<file path="src/rtl/conv_rd_pkg.sv">
`default_nettype none
// ============================================================================
// Module : conv_rd_pkg
// Brief  : Shared types, default widths and width helper for the readout path
// Rev    : 1.0  initial release
// ============================================================================
package conv_rd_pkg;

    localparam int DEF_ADDR_W = 6;
    localparam int DEF_DATA_W = 16;

    typedef enum logic [2:0] {
        ST_IDLE  = 3'd0,
        ST_KICK  = 3'd1,
        ST_WAIT  = 3'd2,
        ST_READ  = 3'd3,
        ST_DRAIN = 3'd4
    } state_t;

    // Counter width able to hold 0..n-1, never narrower than one bit
    function automatic int cnt_w(input int n);
        return (n > 1) ? $clog2(n) : 1;
    endfunction

    localparam int CNT_W = cnt_w(7 * 7);

endpackage
`default_nettype wire

</file>
<file path="src/rtl/conv_rd_fifo.sv">
`default_nettype none
// ============================================================================
// Module : conv_rd_fifo
// Brief  : Small synchronous FIFO holding {last, data} words for the stream
// Rev    : 1.0  initial release
// ============================================================================
module conv_rd_fifo
    import conv_rd_pkg::*;
#(
    parameter int DEPTH = 4,
    parameter int WIDTH = DEF_DATA_W + 1
)(
    input  logic                         clk,
    input  logic                         rst,
    input  logic                         push,
    input  logic [WIDTH-1:0]             wdata,
    input  logic                         pop,
    output logic [WIDTH-1:0]             rdata,
    output logic [$clog2(DEPTH+1)-1:0]   count,
    output logic                         empty,
    output logic                         full
);

    localparam int c_ptr_w = cnt_w(DEPTH);
    localparam int c_cnt_w = $clog2(DEPTH + 1);

    logic [WIDTH-1:0]   r_mem [DEPTH];
    logic [c_ptr_w-1:0] r_wr_ptr;
    logic [c_ptr_w-1:0] r_rd_ptr;
    logic [c_cnt_w-1:0] r_count;
    logic               w_wr;
    logic               w_rd;

    assign empty = (r_count == '0);
    assign full  = (r_count == c_cnt_w'(DEPTH));
    assign count = r_count;
    assign rdata = r_mem[r_rd_ptr];

    // A push into a full FIFO is only accepted when a pop frees the slot
    assign w_wr = push && (!full || pop);
    assign w_rd = pop && !empty;

    function automatic logic [c_ptr_w-1:0] next_ptr(input logic [c_ptr_w-1:0] p);
        return (p == c_ptr_w'(DEPTH - 1)) ? '0 : p + 1'b1;
    endfunction

    always_ff @(posedge clk) begin
        if (w_wr) begin
            r_mem[r_wr_ptr] <= wdata;
        end
    end

    always_ff @(posedge clk or posedge rst) begin
        if (rst) begin
            r_wr_ptr <= '0;
            r_rd_ptr <= '0;
            r_count  <= '0;
        end else begin
            if (w_wr) begin
                r_wr_ptr <= next_ptr(r_wr_ptr);
            end
            if (w_rd) begin
                r_rd_ptr <= next_ptr(r_rd_ptr);
            end
            case ({w_wr, w_rd})
                2'b10:   r_count <= r_count + 1'b1;
                2'b01:   r_count <= r_count - 1'b1;
                default: r_count <= r_count;
            endcase
        end
    end

endmodule
`default_nettype wire

</file>
<file path="src/rtl/conv_readout_seq.sv">
`default_nettype none
// ============================================================================
// Module : conv_readout_seq
// Brief  : Launches conv_top, walks its output buffer and streams the words
// Rev    : 1.0  initial release
// ============================================================================
module conv_readout_seq
    import conv_rd_pkg::*;
#(
    parameter int ADDR_W     = DEF_ADDR_W,
    parameter int DATA_W     = DEF_DATA_W,
    parameter int ROWS       = 7,
    parameter int COLS       = 7,
    parameter int ROW_PITCH  = 7,
    parameter int BASE_ADDR  = 0,
    parameter int START_WAIT = 40,
    parameter int RD_LAT     = 1,
    parameter int FIFO_DEPTH = 4
)(
    input  logic              clk,
    input  logic              rst,
    input  logic              start,
    output logic              busy,
    output logic              done,
    output logic              conv_en,
    output logic              read,
    output logic [ADDR_W-1:0] addr,
    input  logic [DATA_W-1:0] data_in,
    output logic [DATA_W-1:0] out_data,
    output logic              out_valid,
    input  logic              out_ready,
    output logic              out_last
);

    localparam int c_total  = ROWS * COLS;
    localparam int c_cnt_w  = cnt_w(c_total);
    localparam int c_wait_w = cnt_w(START_WAIT);
    localparam int c_fcnt_w = $clog2(FIFO_DEPTH + 1);

    state_t              r_state;
    logic [c_wait_w-1:0] r_wait_cnt;
    logic [c_cnt_w-1:0]  r_row;
    logic [c_cnt_w-1:0]  r_col;
    logic [c_cnt_w-1:0]  r_idx;
    logic                r_rd_last;
    logic [RD_LAT-1:0]   r_sr_vld;
    logic [RD_LAT-1:0]   r_sr_last;
    logic [c_fcnt_w-1:0] r_inflight;

    logic [c_fcnt_w-1:0] w_fifo_count;
    logic                w_fifo_empty;
    logic                w_fifo_full;
    logic [DATA_W:0]     w_fifo_rdata;
    logic                w_push;
    logic                w_pop;
    logic                w_credit;
    logic                w_issue_slot;
    logic                w_issue;
    logic                w_last_issue;
    logic [ADDR_W-1:0]   w_addr;
    logic                w_drained;

    // Every issued read owns a FIFO slot until popped, so the FIFO cannot overflow
    assign w_credit     = !w_fifo_full &&
                          ((32'(r_inflight) + 32'(w_fifo_count)) < 32'(FIFO_DEPTH));
    // The WAIT-exit cycle already issues word 0 so the first read lands on time
    assign w_issue_slot = (r_state == ST_READ) ||
                          ((r_state == ST_WAIT) && (r_wait_cnt == '0));
    assign w_issue      = w_issue_slot && w_credit;
    assign w_last_issue = (r_idx == c_cnt_w'(c_total - 1));
    assign w_addr       = ADDR_W'(BASE_ADDR) + ADDR_W'(r_row) * ADDR_W'(ROW_PITCH)
                          + ADDR_W'(r_col);

    assign w_push    = r_sr_vld[RD_LAT-1];
    assign out_valid = !w_fifo_empty;
    assign w_pop     = out_valid && out_ready;
    assign out_data  = w_fifo_empty ? '0 : w_fifo_rdata[DATA_W-1:0];
    assign out_last  = !w_fifo_empty && w_fifo_rdata[DATA_W];

    // Finish in the same edge that pops the final word
    assign w_drained = (r_inflight == '0) && !w_push &&
                       ((w_fifo_count == '0) ||
                        ((w_fifo_count == c_fcnt_w'(1)) && w_pop));

    always_ff @(posedge clk or posedge rst) begin
        if (rst) begin
            r_state    <= ST_IDLE;
            r_wait_cnt <= '0;
            r_row      <= '0;
            r_col      <= '0;
            r_idx      <= '0;
            r_rd_last  <= 1'b0;
            busy       <= 1'b0;
            done       <= 1'b0;
            conv_en    <= 1'b0;
            read       <= 1'b0;
            addr       <= '0;
        end else begin
            conv_en   <= 1'b0;
            read      <= 1'b0;
            done      <= 1'b0;
            r_rd_last <= 1'b0;
            case (r_state)
                ST_IDLE: begin
                    if (start) begin
                        r_state <= ST_KICK;
                        busy    <= 1'b1;
                        conv_en <= 1'b1;
                    end
                end
                ST_KICK: begin
                    r_wait_cnt <= c_wait_w'(START_WAIT - 1);
                    r_row      <= '0;
                    r_col      <= '0;
                    r_idx      <= '0;
                    r_state    <= ST_WAIT;
                end
                ST_WAIT: begin
                    if (r_wait_cnt != '0) begin
                        r_wait_cnt <= r_wait_cnt - 1'b1;
                    end else begin
                        r_state <= ST_READ;
                    end
                end
                ST_READ: begin
                    r_state <= ST_READ;
                end
                ST_DRAIN: begin
                    if (w_drained) begin
                        done    <= 1'b1;
                        busy    <= 1'b0;
                        r_state <= ST_IDLE;
                    end
                end
                default: begin
                    r_state <= ST_IDLE;
                end
            endcase
            if (w_issue) begin
                read      <= 1'b1;
                addr      <= w_addr;
                r_rd_last <= w_last_issue;
                r_idx     <= r_idx + 1'b1;
                if (r_col == c_cnt_w'(COLS - 1)) begin
                    r_col <= '0;
                    r_row <= r_row + 1'b1;
                end else begin
                    r_col <= r_col + 1'b1;
                end
                if (w_last_issue) begin
                    r_state <= ST_DRAIN;
                end
            end
        end
    end

    always_ff @(posedge clk or posedge rst) begin
        if (rst) begin
            r_sr_vld   <= '0;
            r_sr_last  <= '0;
            r_inflight <= '0;
        end else begin
            r_sr_vld[0]  <= read;
            r_sr_last[0] <= r_rd_last;
            for (int i = 1; i < RD_LAT; i++) begin
                r_sr_vld[i]  <= r_sr_vld[i-1];
                r_sr_last[i] <= r_sr_last[i-1];
            end
            case ({w_issue, w_push})
                2'b10:   r_inflight <= r_inflight + 1'b1;
                2'b01:   r_inflight <= r_inflight - 1'b1;
                default: r_inflight <= r_inflight;
            endcase
        end
    end

    conv_rd_fifo #(
        .DEPTH (FIFO_DEPTH),
        .WIDTH (DATA_W + 1)
    ) u_fifo (
        .clk   (clk),
        .rst   (rst),
        .push  (w_push),
        .wdata ({r_sr_last[RD_LAT-1], data_in}),
        .pop   (w_pop),
        .rdata (w_fifo_rdata),
        .count (w_fifo_count),
        .empty (w_fifo_empty),
        .full  (w_fifo_full)
    );

endmodule
`default_nettype wire

</file>
<file path="config.mk">
export PLATFORM = sky130hd
export DESIGN_NAME = conv_readout_seq
export DESIGN_NICKNAME = d
export VERILOG_FILES = /design/src/rtl/conv_rd_pkg.sv /design/src/rtl/conv_rd_fifo.sv /design/src/rtl/conv_readout_seq.sv
export SDC_FILE = /design/constraint.sdc
export NUM_CORES = 1
export LEC_CHECK = 0
export BUFFER_PORTS_ARGS = -buffer_cell sky130_fd_sc_hd__clkbuf_2
export CAP_MARGIN = 20
export CORE_MARGIN = 2
export CORE_UTILIZATION = 60
export DETAILED_ROUTE_END_ITERATION = 12
export GPL_ROUTABILITY_DRIVEN = 0
export PLACE_DENSITY = 0.76
export SETUP_SLACK_MARGIN = 0.4
export SYNTH_ARGS = -nofsm -noshare
export SYNTH_HDL_FRONTEND = slang
export SYNTH_SLANG_ARGS = --single-unit
</file>
<file path="constraint.sdc">
create_clock -name clk -period 3.9 [get_ports clk]
set_clock_uncertainty 0.1 [all_clocks]
set_input_delay 0.39 -clock clk [delete_from_list [all_inputs] [get_ports clk]]
set_output_delay 0.39 -clock clk [all_outputs]
set_load 0.1 [all_outputs]
</file>
# == Word-level counts from Yosys, hierarchy flattened ==
# Memory sizes are Yosys's and may differ from the RTL's.
# Cells that the tools add are included.
# totals
inputBits,20
ramBits,68
output_inout_bits,28
elab_cells,108
memories,1
register_bits,50
# memory_table
name,depth,width,read_ports,rd_ports_with_merged_regs,wr,line,text
u_fifo.r_mem,4,17,1,0,1,conv_rd_fifo.sv:27,logic [WIDTH-1:0] r_mem [DEPTH];
# op_classes
n_reduce_logical,28
multipliers,1
n_addsub,12
eq_ne,17
order_cmp,1
muxes,31
# ops
cell,count
two-way mux 6 bit,8
adder 6 x 1 -> 6 bit (second input constant),3
two-way mux 16 bit,1
two-way mux 3 bit,5
case mux 3 bit (5 select lines),1
case mux 3 bit (2 select lines),2
case mux 6 bit (2 select lines),1
logical AND 1 bit,10
two-way mux 1 bit,10
nonzero test 2 bit,5
logical NOT 3 bit,3
equality test 2 bit (second input constant),4
adder 3 x 1 -> 3 bit (second input constant),2
adder 6 bit,1
equality test 3 x 1 -> 1 bit (second input constant),2
equality test 3 x 2 -> 1 bit (second input constant),2
equality test 3 bit (second input constant),2
equality test 6 x 3 -> 1 bit (second input constant),1
equality test 6 bit (second input constant),1
logical NOT 6 bit,1
multiplier 6 x 3 -> 6 bit (second input constant),1
nonzero test 6 bit,1
subtractor 3 x 1 -> 3 bit (second input constant),2
subtractor 6 x 1 -> 6 bit (second input constant),1
other kinds (12),20

# == Depth between registers and ports, before layout ==
# logic_depth
word_depth,10
mapped_depth,13
mapped_depth_nobuf,11

# == Cells and area by module ==
# From an unflattened synthesis, not the netlist that was laid out.
# unflattened
cells_unflattened,403
hier_area_um2,5669.2
# by_module_without_submodules
mod,seq_area_each_um2,area_per_inst_um2,n_inst,cells_each
conv_rd_fifo,2217.1,2919.0,1,131
conv_readout_seq,1076.0,2750.1,1,272

# == Worst setup path before layout ==
# No wires, ideal clock.
# synth_path
path_kind,register -> output
startpoint,"reg u_fifo.r_count[0], in the netlist u_fifo.count[0]"
endpoint,out out_data[10]
slack_ps,663
path_stages_with_launch,6
n_path_buf,1
arrival_time_ps,2747
path_cell_list,dfrtp_1 > inv_1 > ha_1 > nand2b_1 > clkbuf_1 > and2_1
# synth_between
elab_chain_cells,2
# synth_lines
item,line,text
start: declaration,conv_rd_fifo.sv:30,logic [c_cnt_w-1:0] r_count;
start signal: assignment,conv_rd_fifo.sv:66,2'b10: r_count <= r_count + 1'b1;
start signal: assignment,conv_rd_fifo.sv:67,2'b01: r_count <= r_count - 1'b1;
start signal: assignment,conv_rd_fifo.sv:68,default: r_count <= r_count;
logical NOT 3 bit,conv_rd_fifo.sv:34,assign empty = (r_count == '0);
two-way mux 16 bit,conv_readout_seq.sv:77,assign out_data = w_fifo_empty ? '0 : w_fifo_rdata[DATA_W-1:0];
end: declaration,conv_readout_seq.sv:29,"output logic [DATA_W-1:0] out_data,"
# No other way between the ends.

# == Final worst setup path ==
# layout_path
startpoint,reg u_fifo.r_rd_ptr[0]
endpoint,out out_data[11]
# layout_between
elab_chain_cells,2
# layout_lines
item,line,text
start: declaration,conv_rd_fifo.sv:29,logic [c_ptr_w-1:0] r_rd_ptr;
start signal: assignment,conv_rd_fifo.sv:63,r_rd_ptr <= next_ptr(r_rd_ptr);
memory read (4 x 17 bit),--,
two-way mux 16 bit,conv_readout_seq.sv:77,
# No other way between the ends.

==> summary.txt <==
register area -> 3290 µm²
crit path kind -> reg -> out
Worst setup SP type -> flip-flop
Worst Max-Slew Pin Slew -> 917 ps
fin crit period -> 3200 ps
synth top area cells -> edfxtp_1 (36%), dfrtp_1 (22%), mux4_2 (6.8%)
ANT cells -> 0
Vias/cell -> 5.68
critical path endpoint category -> output port
netlist area before placement -> 5660 µm²
DRC -> 0
GR peak layer -> met2
DIE HEIGHT -> 101 µm
CP Max Fanout -> 15
Final Hold Fails -> 0
GRT Total Usage -> 0.228
Max-Cap Viols -> 0
largest net degree at the start of global routing -> 51
Mapped Nets -> 469
average cell area after synthesis -> 13.7 µm²
Distinct cells, synth -> 57
number of synthesized flops with an enable pin -> 68
Synth Flop Type -> edfxtp_1
leakage dissipation -> 2.82 nW
DR WL/cell -> 17.2 µm
area growth from synthesis to layout -> 19.7%
hold wc startpoint -> data_in[6]
initial drt markers -> 130
crit path DAT -> 2710 ps
Resized cells post-CTS -> 0
FILL cells -> 574
FFs w/ async S/R, synth -> 0.424
worst path required time -> 3410 ps
die area -> 10200 µm²
Int Power -> 3.25 mW
# port buffers -> 47
CTS clk-pin slew, worst paths -> 60 ps
1st-pass router iterations -> 4
Max Fclk -> 312 MHz
clk root buf -> clkbuf_8
reg2reg start -> r_row[0]
Slew headroom -> 0.389
Seq/Total Area, Yosys -> 0.582
Final Cycle Share -> 0.821
Clock power frac -> 0.267
maximum vdd drop -> 456 µV
final setup fails -> 0
Core ar. -> 9200 µm²
total grt overflow -> 0
Nets -> 542
share of cells above drive strength 1 -> 0.253
PD cells -> 876 nW/µm²
Synth top area share -> 0.361
clk buf depth -> 2
crit path from -> u_fifo.r_rd_ptr[0]
Hold Path Class -> in -> reg
row count -> 35
unrepaired setup endpoints after global routing -> false
DR vias -> 3462
Util after Layout -> 0.737
multi-input logic area -> 2160 µm²
Final HPWL DP -> 6720 µm
TritonCTS clock tree -> built
Initial Util -> 0.616
Setup TNS -> 0 ps
most area-hungry cell type in the Yosys netlist -> edfxtp_1
antenna violations before repair -> 0
Seq pwr share -> 0.301
most frequent cells in the layout -> edfxtp_1 (68), dfrtp_1 (50), clkbuf_2 (47)
Routed WL -> 10500 µm
met2 GRT Util -> 0.388
antenna-violating nets left -> 0
met3 Usage GRT -> 0.0566
Final Max Tran Viols -> 0
commonest non-fill, non-tap cell in the layout -> edfxtp_1
wire length of the first global-routing pass -> 17500 µm
H-tree lvl count -> 4
DIE WIDTH -> 101 µm
Synthesis Warnings -> 0
vias in the first global route -> 3609
status -> complete, no violations
M1 GR Usage -> 0.280
Yosys reg bits -> 118
Psw -> 2.69 mW
I/O pin total -> 48
Num Clock Sinks -> 118
Clock Latency Late Sink -> 510 ps
Net Sw Frac -> 0.452
total CTS buffers -> 17
Cells after Synth -> 413
Logic pwr share -> 0.432
-- metrics by stage --
stage / worst slack, ps / instances / instance area, µm² / power, mW / hold WS [ps]
2_1_floorplan: 663 / 413 / 5660 / 3.96 / 231
3_3_place_gp: 978 / 561 / 5990 / 4.31 / 232
3_5_place_dp: 850 / 561 / 5990 / 4.37 / 240
4_1_cts: 629 / 608 / 6750 / 5.98 / 23.8
5_1_grt: 518 / 610 / 6780 / 6.26 / 12.7
6_report: 698 / 610 / 6780 / 5.94 / 42.5
-- synthesized netlist by cell type, types with 4 or more instances --
cell	n
nor3_1	6
nor2_1	12
clkbuf_1	6
dfrtp_1	50
o21ai_0	21
mux4_2	17
inv_1	35
mux2_2	6
or2_2	4
a21oi_1	7
edfxtp_1	68
xnor2_1	8
xor2_1	4
a31oi_1	5
buf_2	5
and2_1	21
fa_1	8
a21o_1	4
mux2i_1	9
nand3_1	14
nand2_1	24
ha_1	28
-- routing by layer --
| metal | up-vias | part of all wire | routed length (µm) |
|---|---|---|---|
| met5 | - | 0 | 0 |
| met4 | 0 | 0.013 | 133 |
| met3 | 14 | 0.031 | 323 |
| met2 | 66 | 0.53 | 5540 |
| met1 | 1720 | 0.43 | 4480 |
| li1 | 1662 | - | - |
-- worst paths after layout --
| check | endpoint | slack [ps] | cells after the start |
|---|---|---|---|
| worst max-delay path | out_data[11] | 700 | 4 |
| worst min-delay path | u_fifo.r_mem[0][6] | 40 | 1 |
| worst max register to register | addr[5] | 870 | 9 |
| worst min register to register | r_sr_last | 250 | 0 |
| max in group asynchronous | addr[5] | 2990 | 4 |
| min in group asynchronous | r_wait_cnt[4] | 230 | 3 |
-- cell type report --
class	instances	area share
Sequential cell	118	0.486
Multi-Input combinational cell	245	0.319
Timing Repair Buffer	68	0.0657
Clock buffer	18	0.0617
Clock inverter	14	0.0277
Tap cell	111	0.0205
Inverter	36	0.0199
-- critical path: stages, from the launching register on --
cell      delay [ps]
dfrtp_1          880
buf_4            290
mux4_2           480
and2_1           180
clkbuf_2         370
-- flip-flops by register name, indices dropped and copies added (netlist names), 2 cells and up --
name,count
u_fifo.count,3
r_col,6
u_fifo.r_rd_ptr,2
r_wait_cnt,6
u_fifo.r_wr_ptr,2
u_fifo.r_mem,68
r_idx,6
r_inflight,3
addr,6
r_state,3
r_row,6
-- power by group through the flow --
stage	Clock, mW	Sequential [mW]	Combinational, mW
finish	1.58	1.79	2.57
global route	1.67	1.83	2.76
CTS	1.60	1.79	2.58
detailed placement	0	1.81	2.55
global placement	0	1.80	2.51
floorplan	0	1.86	2.10
-- logic make-up (layout without fill, tap and decap cells) --
kind of cell,Yosys count,in the layout,share of synthesized area
compound gates,58,58,0.0667
simple gates,106,106,0.107
buf+inv,50,136,0.0369
fa+ha+maj,36,36,0.0902
mux,32,32,0.0955
flops,118,118,0.582
xor+xnor,13,13,0.0225
-- repair_timing --
action	4_1_cts	5_1_grt
setup buffers	0	0
endpoints found under the hold margin	60	9
hold buffers	15	1
No activity file was read; power rests on OpenSTA's default activity.
